$ cat src/rtl/tt_sel_pkg.sv
// Shared definitions for the spine select/enable sequencer.
package tt_sel_pkg;

    // Spine select field width; tied to the spine encoding, not configurable.
    localparam int unsigned SEL_W = 10;

    // Width of the guard/settle delay counter.
    localparam int unsigned CNT_W = 8;

    // Select word layout: {row[3:0], col_lsb, half, col[3:0]}.
    localparam int unsigned ROW_MSB     = 9;
    localparam int unsigned ROW_LSB     = 6;
    localparam int unsigned COL_LSB_BIT = 5;
    localparam int unsigned HALF_BIT    = 4;
    localparam int unsigned COL_MSB     = 3;
    localparam int unsigned COL_LSB     = 0;

    typedef enum logic [1:0] {
        ST_IDLE   = 2'd0,
        ST_DISARM = 2'd1,
        ST_SWITCH = 2'd2,
        ST_ARM    = 2'd3
    } sel_state_e;

    // Next select for a single-step increment; wraps modulo 2^SEL_W.
    function automatic logic [SEL_W-1:0] sel_step(input logic [SEL_W-1:0] s);
        return s + SEL_W'(1);
    endfunction

    // Row field of a select word.
    function automatic logic [ROW_MSB-ROW_LSB:0] sel_row(input logic [SEL_W-1:0] s);
        return s[ROW_MSB:ROW_LSB];
    endfunction

endpackage

$ cat src/rtl/tt_sel_ctrl_dly.sv
// Loadable 8-bit down-counter with a done flag, shared by guard and settle phases.
module tt_sel_dly
    import tt_sel_pkg::*;
(
    input  logic             clk,
    input  logic             rst,
    input  logic             load_i,
    input  logic [CNT_W-1:0] load_val_i,
    output logic             done_o
);

    logic [CNT_W-1:0] cnt_q;

    // Load takes priority; otherwise count down and hold at zero.
    always_ff @(posedge clk) begin
        if (rst) begin
            cnt_q <= '0;
        end else if (load_i) begin
            cnt_q <= load_val_i;
        end else if (cnt_q != '0) begin
            cnt_q <= cnt_q - CNT_W'(1);
        end
    end

    assign done_o = (cnt_q == '0);

endmodule

$ cat src/rtl/tt_sel_ctrl.sv
// Break-before-make sequencer for the spine select/enable fields.
module tt_sel_ctrl
    import tt_sel_pkg::*;
#(
    parameter int unsigned GUARD_CYC  = 4,
    parameter int unsigned SETTLE_CYC = 8
) (
    input  logic             clk,
    input  logic             rst,
    input  logic             req_valid,
    output logic             req_ready,
    input  logic [SEL_W-1:0] req_sel,
    input  logic             req_ena,
    input  logic             inc,
    output logic [SEL_W-1:0] spine_sel,
    output logic             spine_ena,
    output logic             busy
);

    if (GUARD_CYC < 1 || GUARD_CYC > 255) begin : g_bad_guard
        $error("tt_sel_ctrl: GUARD_CYC must be in 1..255");
    end
    if (SETTLE_CYC < 1 || SETTLE_CYC > 255) begin : g_bad_settle
        $error("tt_sel_ctrl: SETTLE_CYC must be in 1..255");
    end

    localparam logic [CNT_W-1:0] GUARD_LD  = CNT_W'(GUARD_CYC - 1);
    localparam logic [CNT_W-1:0] SETTLE_LD = CNT_W'(SETTLE_CYC - 1);

    sel_state_e       state_q, state_d;
    logic [SEL_W-1:0] tgt_q, tgt_d;
    logic [SEL_W-1:0] sel_q, sel_d;
    logic             ena_q, ena_d;
    logic             intent_q, intent_d;
    logic             cnt_load;
    logic [CNT_W-1:0] cnt_val;
    logic             cnt_done;

    tt_sel_dly u_dly (
        .clk        (clk),
        .rst        (rst),
        .load_i     (cnt_load),
        .load_val_i (cnt_val),
        .done_o     (cnt_done)
    );

    assign req_ready = (state_q == ST_IDLE) && !rst;
    assign busy      = (state_q != ST_IDLE);
    assign spine_sel = sel_q;
    assign spine_ena = ena_q;

    // State and output registers.
    always_ff @(posedge clk) begin
        if (rst) begin
            state_q  <= ST_IDLE;
            tgt_q    <= '0;
            sel_q    <= '0;
            ena_q    <= 1'b0;
            intent_q <= 1'b0;
        end else begin
            state_q  <= state_d;
            tgt_q    <= tgt_d;
            sel_q    <= sel_d;
            ena_q    <= ena_d;
            intent_q <= intent_d;
        end
    end

    // Next-state logic. The enable register is loaded on the transition into
    // ARM so that spine_ena is already valid during the ARM cycle itself.
    always_comb begin
        state_d  = state_q;
        tgt_d    = tgt_q;
        sel_d    = sel_q;
        ena_d    = ena_q;
        intent_d = intent_q;
        cnt_load = 1'b0;
        cnt_val  = '0;
        unique case (state_q)
            ST_IDLE: begin
                if (req_valid && req_ready) begin
                    tgt_d    = req_sel;
                    intent_d = req_ena;
                    if (req_sel != sel_q) begin
                        state_d  = ST_DISARM;
                        ena_d    = 1'b0;
                        cnt_load = 1'b1;
                        cnt_val  = GUARD_LD;
                    end else begin
                        state_d = ST_ARM;
                        ena_d   = req_ena;
                    end
                end else if (inc) begin
                    tgt_d    = sel_step(sel_q);
                    state_d  = ST_DISARM;
                    ena_d    = 1'b0;
                    cnt_load = 1'b1;
                    cnt_val  = GUARD_LD;
                end
            end
            ST_DISARM: begin
                ena_d = 1'b0;
                if (cnt_done) begin
                    state_d  = ST_SWITCH;
                    sel_d    = tgt_q;
                    cnt_load = 1'b1;
                    cnt_val  = SETTLE_LD;
                end
            end
            ST_SWITCH: begin
                ena_d = 1'b0;
                if (cnt_done) begin
                    state_d = ST_ARM;
                    ena_d   = intent_q;
                end
            end
            ST_ARM: begin
                state_d = ST_IDLE;
            end
            default: begin
                state_d = ST_IDLE;
            end
        endcase
    end

endmodule

$ cat config.mk
export PLATFORM = sky130hd
export DESIGN_NAME = tt_sel_ctrl
export DESIGN_NICKNAME = d
export VERILOG_FILES = /design/src/rtl/tt_sel_pkg.sv /design/src/rtl/tt_sel_ctrl_dly.sv /design/src/rtl/tt_sel_ctrl.sv
export SDC_FILE = /design/constraint.sdc
export NUM_CORES = 1
export LEC_CHECK = 0
export ABC_AREA = 1
export ABC_CLOCK_PERIOD_IN_PS = 2100
export CORE_MARGIN = 2
export CORE_UTILIZATION = 54
export DETAILED_ROUTE_END_ITERATION = 12
export MAX_ROUTING_LAYER = met4
export PLACE_DENSITY = 0.79
export SLEW_MARGIN = 20
export SYNTH_ARGS = -nofsm -noshare
export SYNTH_HDL_FRONTEND = slang
export SYNTH_HIERARCHICAL = 1
export SYNTH_SLANG_ARGS = --single-unit
$ cat constraint.sdc
create_clock -name clk -period 2.1 [get_ports clk]
set_input_delay 0.21 -clock clk [delete_from_list [all_inputs] [get_ports clk]]
set_output_delay 0.21 -clock clk [all_outputs]
set_load 0.05 [all_outputs]
==> impl_metrics.ini <==
[outcome]
status = finished clean

[sta]
fin_crit_ps = 1880
setup_ws_ps = 216
fin_crit_sh_pct = 89.7
fin_worst_skew_ps = 7.77
max_freq_mhz = 531
rsz0062_at_grt = no
slew_viol_final = 0
setup_violations = 0
finalSetupTns_ps = 0
finalHoldViolations = 0
relSlewSlack_pct = 66.8
tightest_slew_ps = 497

[cells_and_area]
drive_gt1_share_pct = 9.67
post-route-util_pct = 70.5
nNetsFinal = 353
diodes = 0
final_area_um2 = 2370
fill_cells = 338
area.growth.synth_to_final_pct = 24.4

[floorplanning]
die-area_um2 = 4020
core-area_um2 = 3360
rows = 21
start_util_pct = 56.7
ios = 28
fp.dieW_um = 63.4
die_y_um = 63.4

[drt]
num_vias = 1935
finalWirelength_um = 4560
via_per_inst = 5.13
top_layer = met4
dr_wl_met3_um = 243
first_iter_violations = 158
drc = 0
drtAntennaViolNets = 0
dr_wl_met2_um = 2080
drtPass1Iterations = 4
wl_met1_um = 2190
wl_per_cell_um = 12.1

[min_path]
hp-class = input pin to flip-flop
holdCritStartpoint = req_ena

[grt]
grt_max_degree = 22
grt_pass1_vias = 1719
gr-total-overflow = 0
grt_usage_pct = 25.2
grt_pass1_wl_um = 7730
antenna_found_initial = 0

[clock_tree]
clock_sinks = 32
clkTransAtPathRegs_ps = 90
htree_levels = 2
clk_latency_ps = 340
postCtsHoldBufs = 0
postCtsSetupBuffers = 0
cts_buffers = 5
cts_buffer_depth = 2
cts_tree = built
cts-root-buf = clkbuf_4

[setup_path]
critPathRequiredTime_ps = 1890
end_kind = output pin
worst-path-buf-inv = 1
crit_chain = clkdlybuf4s50_1
critPathMaxStageDelay_ps = 860
r2r_start = state_q[1]
critPathLaunch = spine_sel[3]
cp_max_fo = 6
cpMaxStageDelayCell = clkdlybuf4s50_1
worstPathArrival_ps = 1670
start_kind = flip-flop
crit_family = buffers and inverters
crit_type = flip-flop to output pin

[power]
power_uw = 3240
vdd_drop_max_mv = 1.15
seqPwrFrac_pct = 29.9
power_density_nw_per_um2 = 1370
leakage_uw = 0.00107
pwr-share-clk_pct = 12.4
switching_power_uw = 1540
comb_power_share_pct = 57.7
swShare_pct = 47.6
internal_power_uw = 1700

[yosys]
syn_avg_cell_area_um2 = 6.59
yosysTopAreaCell = dfxtp_1
yosysSeqAreaShare_pct = 33.6
ys.warnings.count = 6
syn-instance-count = 289
synth_area_leaders = dfxtp_1 (34%), nand2_1 (13%), a21oi_1 (7.6%), inv_1 (6.7%), o21ai_0 (6.0%)
synth.distinct_cells = 28
syn_area_um2 = 1910
yosysTopAreaCellShare_pct = 33.6
ys_ff_latch = 32

[flow_run]
maxCapViolations = 0

[placed_design]
dpl_cell_area_um2 = 2300
post-place-ws_ps = 115
port-buffer-count = 27
place_congestion = 0.839
hpwl_um = 3340
-- sequential cells by signal, summed over array words and instances, names as in the netlist --
name and cells:
tgt_q 10, spine_ena 1, state_q 2, spine_sel 10
u_dly/cnt_q 8, intent_q 1
-- per-stage QoR --
step	hold WS [ps]	instances
after floorplan	279	293
after global placement	451	370
after detailed placement	457	370
after CTS	456	377
after global routing	468	377
final	456	377
-- placed cells by master, fill, tap and decap left out, types with 2 or more instances in the layout --
| master | instances |
|---|---|
| a21oi_1 | 29 |
| nor2_1 | 28 |
| inv_1 | 34 |
| dfxtp_1 | 32 |
| a31oi_1 | 3 |
| nand2_2 | 3 |
| nor2_2 | 2 |
| xnor2_1 | 6 |
| clkbuf_8 | 2 |
| xor2_1 | 4 |
| inv_2 | 2 |
| o21ai_1 | 6 |
| nand2_1 | 67 |
| conb_1 | 5 |
| nor3_1 | 6 |
| buf_4 | 13 |
| ha_1 | 7 |
| nand3_1 | 16 |
| clkdlybuf4s50_1 | 25 |
| clkbuf_4 | 5 |
| o21ai_0 | 23 |
| nand4_1 | 6 |
-- final timing paths --
check / slack (ps) / cells past startpoint / endpoint
worst max register to register: 270 / 13 / u_dly/cnt_q[5]
worst min-delay path: 460 / 3 / intent_q
worst max-delay path: 220 / 1 / spine_sel[3]
worst min register to register: 470 / 2 / tgt_q[9]
-- layout make-up --
| class | count | area [µm²] | share of cell area [%] |
|---|---|---|---|
| Clock buffer | 7 | 65.1 | 2.75 |
| Inverter | 37 | 140 | 5.91 |
| Multi-Input combinational cell | 216 | 1100 | 46.4 |
| Sequential cell | 32 | 641 | 27.0 |
| Tap cell | 46 | 57.6 | 2.43 |
| Timing Repair Buffer | 39 | 368 | 15.5 |
-- metal layers --
| metal | GRT usage [%] | vias up |
|---|---|---|
| li1 | - | 1014 |
| met1 | 32.9 | 869 |
| met2 | 38.3 | 47 |
| met3 | 6.61 | 5 |
| met4 | 7.61 | 0 |
| met5 | - | - |
-- power by group through the flow --
stage               Sequential, µW  Clock, µW  Combinational (µW)
global placement               972          0                1820
detailed placement             977          0                1850
finish                         967        401                1870
global route                   995        435                2080
floorplan                     1080          0                1250
CTS                            964        413                1860
-- cell families after synthesis --
group	count (synthesis)	share of synthesized area, %
xor gates and xnor gates	10	4.60
and+or+nand+nor	131	30.3
AOI/OAI and AO/OA	63	17.1
adders and majority gates	7	4.60
other	1	0.197
buffers and inverters	45	9.65
DFF	32	33.6
-- synthesized netlist by cell type (all sizes together) --
master	n
a21oi	30
clkinv	1
a31oi	3
nand4	6
o211ai	1
and2	1
xor2	4
dfxtp	32
xnor2	6
conb	1
nand3	17
clkbuf	4
nand2	70
nor3	6
ha	7
buf	4
nor2	31
inv	36
o21ai	29
-- timing repair --
action | CTS | global route
endpoints found under the hold margin | 0 | 0
setup endpoints to repair | 0 | 1
gates resized for setup | 0 | 1
Note: power is estimated with default switching activity, not from simulation.
